<file path="src/rtl/regfile_writeback_if.sv">
// Interface: regfile_writeback_if
// Bundles the pipeline writeback (P), long-latency result (L), register-file
// write port, pending mask and bypass lookup signals of regfile_writeback.
// master = producer / consumer side (pipeline, L unit, decode)
// slave  = the writeback merger itself
interface regfile_writeback_if;
   logic        p_valid;
   logic [4:0]  p_dest;
   logic [31:0] p_data;
   logic        p_ready;
   logic        l_valid;
   logic [4:0]  l_dest;
   logic [31:0] l_data;
   logic        l_ready;
   logic        writeEnable;
   logic [4:0]  dest;
   logic [31:0] writeData;
   logic [31:0] pending;
   logic [4:0]  byp_src;
   logic        byp_hit;
   logic [31:0] byp_data;

   modport master (
      output p_valid, p_dest, p_data, l_valid, l_dest, l_data, byp_src,
      input  p_ready, l_ready, writeEnable, dest, writeData, pending, byp_hit, byp_data
   );

   modport slave (
      input  p_valid, p_dest, p_data, l_valid, l_dest, l_data, byp_src,
      output p_ready, l_ready, writeEnable, dest, writeData, pending, byp_hit, byp_data
   );
endinterface

</file>
<file path="src/rtl/regfile_writeback.sv">
// Module: regfile_writeback
// Merges the in-order pipeline writeback (P) and the long-latency result
// stream (L) onto the single register-file write port. L results wait in a
// small FIFO; x0 writes are dropped; a starvation counter forces L ahead of P
// after STARVE_LIMIT lost cycles; a pending mask flags every register with an
// outstanding write.
// Optional feature macro: WB_BYPASS_EN (youngest in-flight value lookup).
module regfile_writeback #(
   parameter int DEPTH        = 4,
   parameter int STARVE_LIMIT = 8
) (
   input logic                clk,
   input logic                rst,
   regfile_writeback_if.slave wb
);
   localparam int PW = (DEPTH > 1) ? $clog2(DEPTH) : 1;
   localparam int CW = $clog2(DEPTH + 1);
   localparam int SW = $clog2(STARVE_LIMIT + 1);
   localparam logic [CW-1:0] FULL_COUNT = CW'(DEPTH);
   localparam logic [SW-1:0] STARVE_MAX = SW'(STARVE_LIMIT);

   logic [4:0]    fifo_dest [DEPTH];
   logic [31:0]   fifo_data [DEPTH];
   logic [PW-1:0] head;
   logic [PW-1:0] tail;
   logic [CW-1:0] count;
   logic [SW-1:0] starve_cnt;
   logic          empty;
   logic          full;
   logic          grant_l;
   logic          grant_p;
   logic          enq;
   logic [31:0]   pend;

   // Arbitration works from registered FIFO state only, so a result enqueued
   // into an empty FIFO cannot be granted in the same cycle.
   assign empty   = (count == '0);
   assign full    = (count == FULL_COUNT);
   assign grant_l = !empty && (!wb.p_valid || (wb.p_dest == 5'd0) || (starve_cnt == STARVE_MAX));
   assign grant_p = wb.p_valid && (wb.p_dest != 5'd0) && !grant_l;
   assign enq     = wb.l_valid && !full && (wb.l_dest != 5'd0);

   assign wb.p_ready = !grant_l;
   assign wb.l_ready = !full;

   // FIFO payload storage; contents are meaningless outside the head..tail window so no reset
   always_ff @(posedge clk) begin
      if (enq) begin
         fifo_dest[tail] <= wb.l_dest;
         fifo_data[tail] <= wb.l_data;
      end
   end

   // FIFO pointers and occupancy; a full FIFO refuses L even when it is dequeuing this cycle
   always_ff @(posedge clk or posedge rst) begin
      if (rst) begin
         head  <= '0;
         tail  <= '0;
         count <= '0;
      end else begin
         if (enq) begin
            tail <= tail + PW'(1);
         end
         if (grant_l) begin
            head <= head + PW'(1);
         end
         count <= count + CW'(enq) - CW'(grant_l);
      end
   end

   // Count the cycles the FIFO head is passed over, saturating at the limit that forces L through
   always_ff @(posedge clk or posedge rst) begin
      if (rst) begin
         starve_cnt <= '0;
      end else if (empty || grant_l) begin
         starve_cnt <= '0;
      end else if (starve_cnt != STARVE_MAX) begin
         starve_cnt <= starve_cnt + SW'(1);
      end
   end

   // Registered write port: winner of this cycle's grant is written next cycle, address/data hold when idle
   always_ff @(posedge clk or posedge rst) begin
      if (rst) begin
         wb.writeEnable <= 1'b0;
         wb.dest        <= 5'd0;
         wb.writeData   <= 32'd0;
      end else if (grant_l) begin
         wb.writeEnable <= 1'b1;
         wb.dest        <= fifo_dest[head];
         wb.writeData   <= fifo_data[head];
      end else if (grant_p) begin
         wb.writeEnable <= 1'b1;
         wb.dest        <= wb.p_dest;
         wb.writeData   <= wb.p_data;
      end else begin
         wb.writeEnable <= 1'b0;
      end
   end

   // Pending mask: every live FIFO entry plus the output stage while it is writing
   always_comb begin
      pend = '0;
      for (int i = 0; i < DEPTH; i++) begin
         if (CW'(i) < count) begin
            pend[fifo_dest[head + PW'(i)]] = 1'b1;
         end
      end
      if (wb.writeEnable) begin
         pend[wb.dest] = 1'b1;
      end
      pend[0] = 1'b0;
   end

   assign wb.pending = pend;

`ifdef WB_BYPASS_EN
   logic        byp_hit_c;
   logic [31:0] byp_data_c;

   // Bypass lookup scanning oldest to youngest so the youngest match (FIFO tail) wins
   always_comb begin
      byp_hit_c  = 1'b0;
      byp_data_c = '0;
      if (wb.writeEnable && (wb.dest == wb.byp_src)) begin
         byp_hit_c  = 1'b1;
         byp_data_c = wb.writeData;
      end
      for (int i = 0; i < DEPTH; i++) begin
         if ((CW'(i) < count) && (fifo_dest[head + PW'(i)] == wb.byp_src)) begin
            byp_hit_c  = 1'b1;
            byp_data_c = fifo_data[head + PW'(i)];
         end
      end
      if (wb.byp_src == 5'd0) begin
         byp_hit_c  = 1'b0;
         byp_data_c = '0;
      end
   end

   assign wb.byp_hit  = byp_hit_c;
   assign wb.byp_data = byp_data_c;
`else
   logic unused_byp_src;

   assign unused_byp_src = ^wb.byp_src;
   assign wb.byp_hit     = 1'b0;
   assign wb.byp_data    = 32'd0;
`endif

endmodule

</file>
<file path="src/flat_wrapper.sv">
// flat-port wrapper written by rule: the top's interface ports become plain ports
module regfile_writeback_flat 
#(
   parameter int DEPTH        = 4,
   parameter int STARVE_LIMIT = 8
)
  (clk, rst, wb_p_valid, wb_p_dest, wb_p_data, wb_l_valid, wb_l_dest, wb_l_data, wb_byp_src, wb_p_ready, wb_l_ready, wb_writeEnable, wb_dest, wb_writeData, wb_pending, wb_byp_hit, wb_byp_data);
  regfile_writeback_if wb_i ();
  input logic clk;
  input logic rst;
  input wire logic [$bits(wb_i.p_valid)-1:0] wb_p_valid;
  input wire logic [$bits(wb_i.p_dest)-1:0] wb_p_dest;
  input wire logic [$bits(wb_i.p_data)-1:0] wb_p_data;
  input wire logic [$bits(wb_i.l_valid)-1:0] wb_l_valid;
  input wire logic [$bits(wb_i.l_dest)-1:0] wb_l_dest;
  input wire logic [$bits(wb_i.l_data)-1:0] wb_l_data;
  input wire logic [$bits(wb_i.byp_src)-1:0] wb_byp_src;
  output wire logic [$bits(wb_i.p_ready)-1:0] wb_p_ready;
  output wire logic [$bits(wb_i.l_ready)-1:0] wb_l_ready;
  output wire logic [$bits(wb_i.writeEnable)-1:0] wb_writeEnable;
  output wire logic [$bits(wb_i.dest)-1:0] wb_dest;
  output wire logic [$bits(wb_i.writeData)-1:0] wb_writeData;
  output wire logic [$bits(wb_i.pending)-1:0] wb_pending;
  output wire logic [$bits(wb_i.byp_hit)-1:0] wb_byp_hit;
  output wire logic [$bits(wb_i.byp_data)-1:0] wb_byp_data;
  assign wb_i.p_valid = wb_p_valid;
  assign wb_i.p_dest = wb_p_dest;
  assign wb_i.p_data = wb_p_data;
  assign wb_i.l_valid = wb_l_valid;
  assign wb_i.l_dest = wb_l_dest;
  assign wb_i.l_data = wb_l_data;
  assign wb_i.byp_src = wb_byp_src;
  assign wb_p_ready = wb_i.p_ready;
  assign wb_l_ready = wb_i.l_ready;
  assign wb_writeEnable = wb_i.writeEnable;
  assign wb_dest = wb_i.dest;
  assign wb_writeData = wb_i.writeData;
  assign wb_pending = wb_i.pending;
  assign wb_byp_hit = wb_i.byp_hit;
  assign wb_byp_data = wb_i.byp_data;
  regfile_writeback #(.DEPTH(DEPTH), .STARVE_LIMIT(STARVE_LIMIT)) u_core (.clk(clk), .rst(rst), .wb(wb_i));
endmodule
</file>
<file path="config.mk">
export PLATFORM = sky130hd
export DESIGN_NAME = regfile_writeback_flat
export DESIGN_NICKNAME = d
export VERILOG_FILES = /design/src/rtl/regfile_writeback_if.sv /design/src/rtl/regfile_writeback.sv /design/src/flat_wrapper.sv
export SDC_FILE = /design/constraint.sdc
export NUM_CORES = 1
export LEC_CHECK = 0
export ABC_AREA = 1
export ABC_CLOCK_PERIOD_IN_PS = 2700
export CAP_MARGIN = 20
export CORE_UTILIZATION = 40
export CTS_BUF_LIST = sky130_fd_sc_hd__clkbuf_8
export DETAILED_ROUTE_END_ITERATION = 10
export PLACE_DENSITY = 0.66
export SYNTH_ARGS = -nofsm -noshare
export SYNTH_HDL_FRONTEND = slang
export SYNTH_SLANG_ARGS = --single-unit
</file>
<file path="constraint.sdc">
create_clock -name clk -period 2.7 [get_ports clk]
set_input_delay 0.54 -clock clk [delete_from_list [all_inputs] [get_ports clk]]
set_output_delay 0.54 -clock clk [all_outputs]
set_load 0.05 [all_outputs]
</file>
==> flow_summary_export.csv <==
group,metric,value,unit
outcome,outcome,"finished, violations left",
outcome,violations,"negative setup slack",
layout,areaGrowthSynthToFinish,34.2,%
clock_tree,clk_latency,480,ps
clock_tree,cts_max_level,4,
critical_path,arrival,2420,ps
synthesis,ys_seq_area_share,52.2,%
synthesis,async_flop_share,24.9,%
timing,fin_worst_skew,24.6,ps
floorplanning,die_h,167,microns
timing,finalCritPeriodShare,110,%
clock_tree,cts_buffers,17,
synthesis,yosysTopAreaCell,"edfxtp_1",
routing,viasPerCell,5.10,
floorplanning,io_pins,188,
layout,most-common-layout-cells,"nand2_1 (452), nor2_1 (158), edfxtp_1 (148), clkdlybuf4s50_1 (116), nand3_1 (91)",
synthesis,syn_area_per_cell,8.14,sq um
placement,place.gp.congestion,0.939,
clock_tree,root_buffer,"clkbuf_8",
routing,drcViolationCount,0,
critical_path,crit_buf_inv,4,
critical_path,slowest_delay,430,ps
critical_path,crit_required,2160,ps
timing,tightest_slew,792,ps
clock_tree,cts.sinks,197,
synthesis,synth_top_area_share,40.9,%
critical_path,crit_chain,"buf_12 > buf_12 > buf_16 > o21ai_4 > nand2_2 > nand2_4 > nor2_2 > nand2_1 > nand2_1 > nor2_1 > nand2_2 > buf_12",
synthesis,ys_types,29,
global_routing,grt_pass1_vias,9200,
clock_tree,cts_tree,"done",
pwr,p_leak,0.00613,uW
floorplanning,start_util,41.2,%
global_routing,grt_pass1_wl,47.7,mm
critical_path,reg2reg_slack,550,ps
timing,slew_headroom,47.1,%
critical_path,slowest_stage,"dfrtp_2",
timing,fin_ws,-263,ps
timing,rsz0062_at_grt,"yes",
synthesis,synth_area_leaders,"edfxtp_1 (41%), nand2_1 (18%), dfrtp_1 (11%), nor2_1 (6.9%), nand3_1 (4.7%)",
floorplanning,dieArea,0.0278,sq mm
layout,drive_above_1_share,21.3,%
critical_path,critPathMaxFanout,6,
global_routing,grt.busiest_layer,"met2",
global_routing,grt_usage,21.9,%
routing,wl_per_cell,16.5,microns
clock_tree,hold_buffers,0,
synthesis,synthFlopType,"edfxtp_1",
pwr,pwr_density_cell,1340,mW/mm^2
clock_tree,clkSlewWorstSetupHoldPaths,110,ps
clock_tree,cts.path.max_buffers,2,
timing,final-hold-violation-count,0,
critical_path,crit_path_start,"u_core.head[0]$_DFFE_PP0N_",
layout,diodes,0,
routing,drt_first_pass_iters,5,
layout,final_common_cell,"nand2_1",
layout,finalNetCount,1596,
timing,maxSlewViolCount,0,
critical_path,crit_family,"simple AND/OR/NAND/NOR gates",
placement,dp_hpwl,20.4,mm
synthesis,synth_edf_count,148,
timing,holdWs,399,ps
floorplanning,core_area,0.0264,sq mm
floorplanning,die_w,167,microns
pwr,max-vdd-ir-drop,0.755,mV
critical_path,end_kind,"output pin",
routing,ant_nets,0,
routing,dr.first_iter.drc_count,709,
timing,setup_viol,31,
global_routing,antenna_found_initial,2,
min_path,hp-class,"input pin to asynchronous set/reset pin",
critical_path,critPathKind,"flop to output pin",
timing,fmax,337,MHz
placement,port_buffers,148,
synthesis,netlist_area,0.0109,sq mm
routing,via_count,9441,
routing,wirelength,30.6,mm
timing,min_period,2960,ps
critical_path,r2r_cells,10,
floorplanning,rows,59,
global_routing,grt_overflow,0,
synthesis,synth-seq-cells,197,
critical_path,cp-start-kind,"flop",
global_routing,use_met3,4.97,%
flow_run,drv_cap,0,
global_routing,grt_max_degree,38,
synthesis,ys_warn_count,0,
timing,tns,-6100,ps
critical_path,r2r_start,"u_core.count[2]$_DFF_PP0_",
synthesis,synthesis.instances,1335,
global_routing,grtUsageMet1,28.1,%
global_routing,met2_usage,36.4,%
critical_path,cp_common_cell,"buf_12",
critical_path,reg2reg_to,"u_core.count[2]$_DFF_PP0_",
through the flow:
step	setup slack (ps)	cell area, sq um	utilization, %	total power [uW]	cells
CTS	-222	13900	52.7	18200	1838
detailed placement	-54.2	13000	49.4	15400	1800
floorplan	-505	11000	-	11600	1368
finish	-263	14600	55.3	19500	1850
global route	-330	14600	55.3	20600	1850
global placement	-56.6	13000	49.4	15300	1800
synthesized netlist by cell type, types with 6 or more instances:
cell / n
nand2_1: 514
ha_1: 10
a21oi_1: 33
buf_2: 30
nor2_4: 6
nor2_2: 6
edfxtp_1: 148
inv_1: 80
buf_4: 41
nor3_1: 13
nand2_2: 24
dfrtp_1: 49
buf_6: 7
inv_2: 7
nand3_2: 27
o21ai_1: 12
nor2_1: 201
nand3_1: 101
kinds of logic (layout without fill, tap and decap cells):
family | after synthesis | in the layout | share of synthesized area [%]
AND/OR/NAND/NOR | 898 | 899 | 35.3
other | 1 | 34 | 0.0345
flip-flops | 197 | 197 | 52.2
AO/OA/AOI/OAI | 53 | 53 | 2.61
buffers and inverters | 170 | 316 | 8.14
XOR/XNOR | 5 | 5 | 0.403
adder cells (fa/ha/maj) | 11 | 11 | 1.34
routing by layer:
metal	wire length [microns]	vias up
li1	-	4525
met1	13000	4463
met2	14700	392
met3	2040	57
met4	777	4
met5	31	-
how the worst max path moves through the flow:
stage / endpoint / cells past startpoint
6_report: wb_pending[3] / 12
5_1_grt: wb_pending[3] / 12
4_1_cts: wb_pending[17] / 11
3_5_place_dp: u_core.fifo_data[3][23]$_DFFE_PP_ / 7
3_3_place_gp: u_core.fifo_data[3][22]$_DFFE_PP_ / 7
2_1_floorplan: u_core.fifo_data[0][0]$_DFFE_PP_ / 5
flip-flops by register name, indices dropped and copies added (netlist names):
name and cells:
u_core.starve_cnt 4, u_core.wb.writeEnable 1, u_core.wb.writeData 32, u_core.fifo_dest 20, u_core.count 3, u_core.wb.dest 5
u_core.tail 2, u_core.head 2, u_core.fifo_data 128
area by class of cell:
cell class / count / area [sq um]
Inverter: 88 / 353
Tap cell: 335 / 419
Timing Repair Buffer: 196 / 2420
Clock inverter: 15 / 154
Clock buffer: 17 / 234
Sequential cell: 197 / 5670
Multi-Input combinational cell: 1002 / 5330
Fill cell: 2279 / 11800
power breakdown:
group | leakage [uW] | switching, uW | internal, uW
sequential | 0.00193 | 398 | 4090
combinational | 0.00402 | 8670 | 4500
clock | 0.000190 | 1150 | 693
total | 0.00613 | 10200 | 9290
timing repair:
action                                  CTS  global route
pin swaps                                28            70
gates cloned                              3             3
resized for setup                        81           136
setup buffers                             3             9
endpoints found under the setup margin   31            31
Power figures use the tool's default switching activity.
